[src/rtl/divider_pkg.sv]
// -----------------------------------------------------------------------------
// divider_pkg
//   Shared FPU integer-datapath definitions used by the sequential divider.
//   Holds the default datapath width, which the shift-add multiplier also
//   uses, the iteration-counter width, and the divider FSM state encoding.
//
//   Contents:
//     FPU_WIDTH    default operand/result width of the integer datapath
//     DIV_CNT_W    default divider iteration-counter width (2**DIV_CNT_W > FPU_WIDTH)
//     div_state_e  divider FSM states: DIV_IDLE, DIV_RUN, DIV_DONE
// -----------------------------------------------------------------------------
package divider_pkg;

    localparam int FPU_WIDTH = 32;
    localparam int DIV_CNT_W = 6;

    typedef enum logic [1:0] {
        DIV_IDLE = 2'd0,
        DIV_RUN  = 2'd1,
        DIV_DONE = 2'd2
    } div_state_e;

endpackage : divider_pkg

[src/rtl/div_step.sv]
// -----------------------------------------------------------------------------
// div_step
//   One combinational iteration of an unsigned restoring divider.
//   The partial remainder is shifted left by one and takes in the top bit of
//   the working quotient. The divisor is then trial-subtracted. If the result
//   is not negative, it becomes the new remainder and a 1 enters the quotient
//   LSB. Otherwise the shifted value is kept and a 0 enters the quotient LSB.
//
//   Ports:
//     rem_i      in   WIDTH  partial remainder, always < divisor_i
//     quo_i      in   WIDTH  working quotient; unconsumed dividend bits at the top
//     divisor_i  in   WIDTH  divisor, nonzero
//     rem_o      out  WIDTH  updated partial remainder
//     quo_o      out  WIDTH  quotient shifted left, with the new quotient bit in bit 0
// -----------------------------------------------------------------------------
module div_step #(
    parameter int WIDTH = 32
) (
    input  logic [WIDTH-1:0] rem_i,
    input  logic [WIDTH-1:0] quo_i,
    input  logic [WIDTH-1:0] divisor_i,
    output logic [WIDTH-1:0] rem_o,
    output logic [WIDTH-1:0] quo_o
);

    // The shifted remainder needs WIDTH+1 bits: rem_i < divisor_i, so
    // 2*rem_i+1 can reach 2**WIDTH.
    logic [WIDTH:0] shifted;
    logic [WIDTH:0] diff;

    always_comb begin
        // NOTE: every output gets a default before the conditional
        // override, so no path leaves a signal unassigned and no latch
        // is inferred.
        shifted = {rem_i, quo_i[WIDTH-1]};
        diff    = shifted - {1'b0, divisor_i};
        rem_o   = shifted[WIDTH-1:0];
        quo_o   = {quo_i[WIDTH-2:0], 1'b0};
        // The top bit of the difference is the borrow. When it is clear,
        // shifted >= divisor and the subtraction is kept. The restored
        // remainder stays < divisor, so the top bit can be dropped safely.
        if (!diff[WIDTH]) begin
            rem_o    = diff[WIDTH-1:0];
            quo_o[0] = 1'b1;
        end
    end

endmodule : div_step

[src/rtl/divider.sv]
// -----------------------------------------------------------------------------
// divider
//   Sequential unsigned restoring (shift-subtract) divider. It produces one
//   quotient bit per clock and always takes exactly WIDTH iterations. It sits
//   beside the shift-add multiplier in the FPU integer datapath.
//
//   Ports:
//     clk          in   1      rising-edge clock
//     reset        in   1      synchronous, active-high reset
//     start        in   1      request; only accepted while ready=1
//     opA          in   WIDTH  dividend, captured on an accepted start
//     opB          in   WIDTH  divisor, captured on an accepted start
//     ready        out  1      high in IDLE and DONE, low while iterating
//     quotient     out  WIDTH  result quotient, held until the next result
//     remainder    out  WIDTH  result remainder, held until the next result
//     res_ok       out  1      one-cycle pulse: result valid
//     div_by_zero  out  1      qualifies res_ok: the captured divisor was 0
//
//   Timing: a start accepted at edge N gives res_ok in the cycle after edge
//   N+WIDTH. A zero divisor skips the iterations: the FSM goes straight to
//   DONE on the accepting edge. Another start may be accepted in DONE, so
//   operations can run back to back.
// -----------------------------------------------------------------------------
module divider
    import divider_pkg::*;
#(
    parameter int WIDTH = FPU_WIDTH,
    // Must satisfy 2**CNT_W > WIDTH so the counter can reach WIDTH-1.
    parameter int CNT_W = DIV_CNT_W
) (
    input  logic             clk,
    input  logic             reset,
    input  logic             start,
    input  logic [WIDTH-1:0] opA,
    input  logic [WIDTH-1:0] opB,
    output logic             ready,
    output logic [WIDTH-1:0] quotient,
    output logic [WIDTH-1:0] remainder,
    output logic             res_ok,
    output logic             div_by_zero
);

    localparam logic [CNT_W-1:0] LAST_ITER = CNT_W'(WIDTH - 1);

    // FSM and iteration state
    div_state_e       state_q;
    logic [CNT_W-1:0] cnt_q;

    // Working registers, kept separate from the outputs so the published
    // result does not move while an operation is iterating. The stored
    // partial remainder is WIDTH bits wide because it is always < divisor.
    // The extra bit needed for the shift exists only inside div_step.
    logic [WIDTH-1:0] divisor_q;
    logic [WIDTH-1:0] quo_w_q;
    logic [WIDTH-1:0] rem_w_q;

    // Next working values from one restoring iteration
    logic [WIDTH-1:0] quo_w_d;
    logic [WIDTH-1:0] rem_w_d;

    // Registered outputs
    logic             ready_q;
    logic             res_ok_q;
    logic             dbz_q;
    logic [WIDTH-1:0] quot_q;
    logic [WIDTH-1:0] rem_q;

    div_step #(
        .WIDTH (WIDTH)
    ) u_step (
        .rem_i     (rem_w_q),
        .quo_i     (quo_w_q),
        .divisor_i (divisor_q),
        .rem_o     (rem_w_d),
        .quo_o     (quo_w_d)
    );

    always_ff @(posedge clk) begin
        // NOTE: sequential state uses non-blocking assignments only, so every
        // register samples pre-edge values regardless of statement order.
        if (reset) begin
            state_q   <= DIV_IDLE;
            cnt_q     <= '0;
            divisor_q <= '0;
            quo_w_q   <= '0;
            rem_w_q   <= '0;
            ready_q   <= 1'b1;
            res_ok_q  <= 1'b0;
            dbz_q     <= 1'b0;
            quot_q    <= '0;
            rem_q     <= '0;
        end else begin
            // res_ok is a single-cycle pulse unless a result is produced below
            res_ok_q <= 1'b0;

            case (state_q)
                DIV_IDLE, DIV_DONE: begin
                    if (start) begin
                        divisor_q <= opB;
                        quo_w_q   <= opA;
                        rem_w_q   <= '0;
                        cnt_q     <= '0;
                        dbz_q     <= (opB == '0);
                        if (opB == '0) begin
                            // A zero divisor has a defined result and needs
                            // no iterations.
                            state_q  <= DIV_DONE;
                            ready_q  <= 1'b1;
                            res_ok_q <= 1'b1;
                            quot_q   <= '1;
                            rem_q    <= opA;
                        end else begin
                            state_q <= DIV_RUN;
                            ready_q <= 1'b0;
                        end
                    end else begin
                        state_q <= DIV_IDLE;
                        ready_q <= 1'b1;
                    end
                end

                DIV_RUN: begin
                    rem_w_q <= rem_w_d;
                    quo_w_q <= quo_w_d;
                    cnt_q   <= cnt_q + 1'b1;
                    // The latency is fixed: stop only after the last of
                    // WIDTH iterations. On this final edge, the step result
                    // goes directly to the outputs.
                    if (cnt_q == LAST_ITER) begin
                        state_q  <= DIV_DONE;
                        ready_q  <= 1'b1;
                        res_ok_q <= 1'b1;
                        quot_q   <= quo_w_d;
                        rem_q    <= rem_w_d;
                    end
                end

                default: begin
                    state_q <= DIV_IDLE;
                    ready_q <= 1'b1;
                end
            endcase
        end
    end

    assign ready       = ready_q;
    assign res_ok      = res_ok_q;
    assign div_by_zero = dbz_q;
    assign quotient    = quot_q;
    assign remainder   = rem_q;

endmodule : divider
[config.mk]
export PLATFORM = sky130hd
export DESIGN_NAME = divider
export DESIGN_NICKNAME = d
export VERILOG_FILES = /design/src/rtl/divider_pkg.sv /design/src/rtl/div_step.sv /design/src/rtl/divider.sv
export SDC_FILE = /design/constraint.sdc
export NUM_CORES = 1
export LEC_CHECK = 0
export BUFFER_PORTS_ARGS = -buffer_cell sky130_fd_sc_hd__buf_2
export CAP_MARGIN = 20
export CORE_ASPECT_RATIO = 1.5
export CORE_MARGIN = 4
export CORE_UTILIZATION = 45
export CTS_CLUSTER_SIZE = 30
export DETAILED_ROUTE_END_ITERATION = 7
export PLACE_DENSITY = 0.71
export SETUP_SLACK_MARGIN = 0.2
export SLEW_MARGIN = 20
export SYNTH_ARGS = -nofsm -noshare
export SYNTH_HDL_FRONTEND = slang
export SYNTH_SLANG_ARGS = --single-unit
[constraint.sdc]
create_clock -name clk -period 3.2 [get_ports clk]
set_clock_uncertainty 0.1 [all_clocks]
set_input_delay 0.48 -clock clk [delete_from_list [all_inputs] [get_ports clk]]
set_output_delay 0.48 -clock clk [all_outputs]
set_load 0.05 [all_outputs]
==> flow_summary.yaml <==
route:
  viasPerCell: 5.65
  wl_um: 27400
  first_pass_iters: 7
  final_antenna_net_count: 0
  route.detailed.drc: 0
  wl_per_cell_um: 17.6
  drt-initial-drc-count: 786
  dr_total_vias: 8818
die:
  start_util: 0.458
  io_pins: 134
  dieWidth_um: 122
  die_h_um: 179
  die_area_sq_mm: 0.0219
  core-area_sq_mm: 0.0192
  rows: 62
setup_path:
  r2r-start: "rem_w_q[12]"
  crit_start: "rem_w_q[12]"
  crit_type: "reg2reg"
  cp-end-kind: "register"
  required_ns: 3.42
  worst-r2r-setup-slack_ns: 0.14
  start_kind: "register"
  r2r_cells: 14
  critPathMaxFanout: 6
  arrival_ns: 3.27
  r2r-end: "rem_w_q[4]"
  crit_end: "rem_w_q[4]"
status:
  status: "completed"
clock_network:
  clock_path_buffers: 2
  cts_tree: "done"
  path_clk_slew_ns: 0.07
  htree_levels: 4
  clkLatencyLatePin_ns: 0.44
  root_buffer: "clkbuf_16"
  clkSinkCount: 171
  cts_hold_buf: 0
  cts_buffers: 17
layout:
  synthToLayoutAreaGrowth_pct: 29.7
  final_nets: 1393
  final_core_util: 0.594
  final_cells: 1560
  diodes: 0
  fill_cells: 1791
  drive_above_1_share: 0.281
grt:
  grt_antenna_before_repair: 0
  grt_util_met3: 0.0367
  use_met1: 0.302
  grt_first_pass_wirelength_um: 41000
  grt_max_degree: 123
  grt_overflow_total: 0
  grt_usage: 0.236
  use_met2: 0.397
  grt_busiest_layer: "met2"
  grt_pass1_vias: 7952
sta:
  fin_setup_tns_ns: 0
  finalCriticalPeriod_ns: 3.06
  slew_headroom: 0.405
  rsz0062_at_grt: "yes"
  maxSlewViolCount: 0
  setup_violations: 0
  hold_viol_final: 0
  maxClockFrequency_mhz: 327
  worstMarginPinSlew_ns: 0.892
  timing.hold.ws_ns: 0.181
  fin_crit_sh: 0.955
power_and_ir_drop:
  p_leak_nw: 4.57
  ir_drop_uv: 854
  p_per_area_mw_per_mm2: 1440
place:
  place_congestion: 0.954
  placed_cells: 1504
  dp_hpwl_um: 19000
  io_buffers: 133
synthesis:
  synth_warnings: 0
  synthArstFlopShare: 0
  syn-num-nets: 1244
  synth_edf_count: 0
  synth_area_per_cell_sq_um: 7.71
  ys_types: 68
  ys.flop_type: "dfxtp_1"
  synth_seq_cells: 171
  synth_area_sq_mm: 0.00881
  synthCells: 1143
  ys_seq_area_frac: 0.389
run:
  maxCapViolCount: 0
worst_hold_path:
  hp-class: "in2reg"
  hold_depth: 3
==> what timing repair did <==
action,in CTS,in global routing
endpoints found under the setup margin,56,64
pin swaps,3,40
gates resized for setup,23,106
endpoints found under the hold margin,0,0
setup buffers,3,17
cloned,1,4
==> routing by layer <==
layer  up-vias  share of wire
met4         0          0.034
li1       4311              -
met5         -              0
met1      4121           0.42
met2       326           0.49
met3        60          0.054
==> final cells by class <==
cell class,instances,area (sq um),share of cell area
inverters,42,158,0.0138
flip-flops and latches,171,3450,0.302
well taps,256,320,0.0280
clock buffers,19,453,0.0397
multi-input cells,841,5450,0.477
clock inverters,12,138,0.0121
repair buffers,219,1460,0.128
==> through the flow <==
| stage | worst slack (ns) | total power [mW] | cell area, sq um |
|---|---|---|---|
| 2_1_floorplan | 0.289 | 8.34 | 8810 |
| 4_1_cts | 0.147 | 13.8 | 10700 |
| 3_5_place_dp | -0.0212 | 10.9 | 9970 |
| 3_3_place_gp | 0.115 | 10.8 | 9970 |
| 6_report | 0.143 | 16.4 | 11400 |
| 5_1_grt | 0.0485 | 17.3 | 11400 |
==> placed cells by master (no fill, tap or decap), drive strengths merged, types with 15 or more instances in the layout <==
cell type,netlist,layout
a211oi,33,33
a21oi,126,126
a311oi,36,36
a31oi,19,19
buf,23,217
clkbuf,68,21
dfxtp,171,171
ha,33,33
inv,42,45
nand2,191,191
nor2,132,132
nor3,61,61
o21ai,36,36
xnor2,15,15
xor2,15,17
==> critical path: stages, from the launching register on <==
cell,delay [ns]
dfxtp_2,0.39
ha_4,0.24
buf_4,0.14
a21oi_2,0.23
o311ai_4,0.15
o211ai_2,0.21
o221ai_4,0.15
o21ai_4,0.25
buf_6,0.15
xnor2_4,0.13
buf_6,0.15
clkbuf_16,0.15
mux2i_4,0.24
a2bb2oi_1,0.20
nor2_1,0.05
==> logic make-up after synthesis <==
kind of cell               share of synthesized area
DFF                                            0.389
adders and majority gates                     0.0492
and+or+nand+nor                                0.223
AOI/OAI and AO/OA                              0.231
muxes                                         0.0125
xor gates and xnor gates                      0.0341
buffers and inverters                         0.0612
==> worst min-delay path by stage <==
| stage | startpoint | end |
|---|---|---|
| 6_report | opB[1] | divisor_q[1] |
| 2_1_floorplan | divisor_q[10] | divisor_q[10] |
| 3_5_place_dp | divisor_q[27] | divisor_q[27] |
| 3_3_place_gp | divisor_q[28] | divisor_q[28] |
| 4_1_cts | opB[1] | divisor_q[1] |
| 5_1_grt | opB[24] | divisor_q[24] |
==> synth_stat cells, types with 19 or more instances <==
| master | number | share of area |
|---|---|---|
| nand2_1 | 191 | 0.081 |
| dfxtp_1 | 171 | 0.39 |
| nor2_1 | 132 | 0.056 |
| a21oi_1 | 125 | 0.071 |
| clkbuf_1 | 67 | 0.029 |
| nor3_1 | 60 | 0.034 |
| inv_1 | 42 | 0.018 |
| a311oi_1 | 35 | 0.035 |
| ha_1 | 33 | 0.047 |
| a211oi_1 | 32 | 0.027 |
| o21ai_0 | 31 | 0.018 |
| a31oi_1 | 19 | 0.013 |
==> sequential cells by signal (all words and copies together) (netlist names) <==
signal       cells
remainder       32
quotient        32
cnt_q            6
ready            1
state_q          2
rem_w_q         32
div_by_zero      1
divisor_q       32
quo_w_q         32
res_ok           1
==> power by group <==
part	total, mW	switching, mW	internal [mW]
registers	2.83	0.374	2.46
logic	11.5	6.13	5.35
clock network	2.09	0.896	1.20
Note: power is estimated with default switching activity, not from simulation.
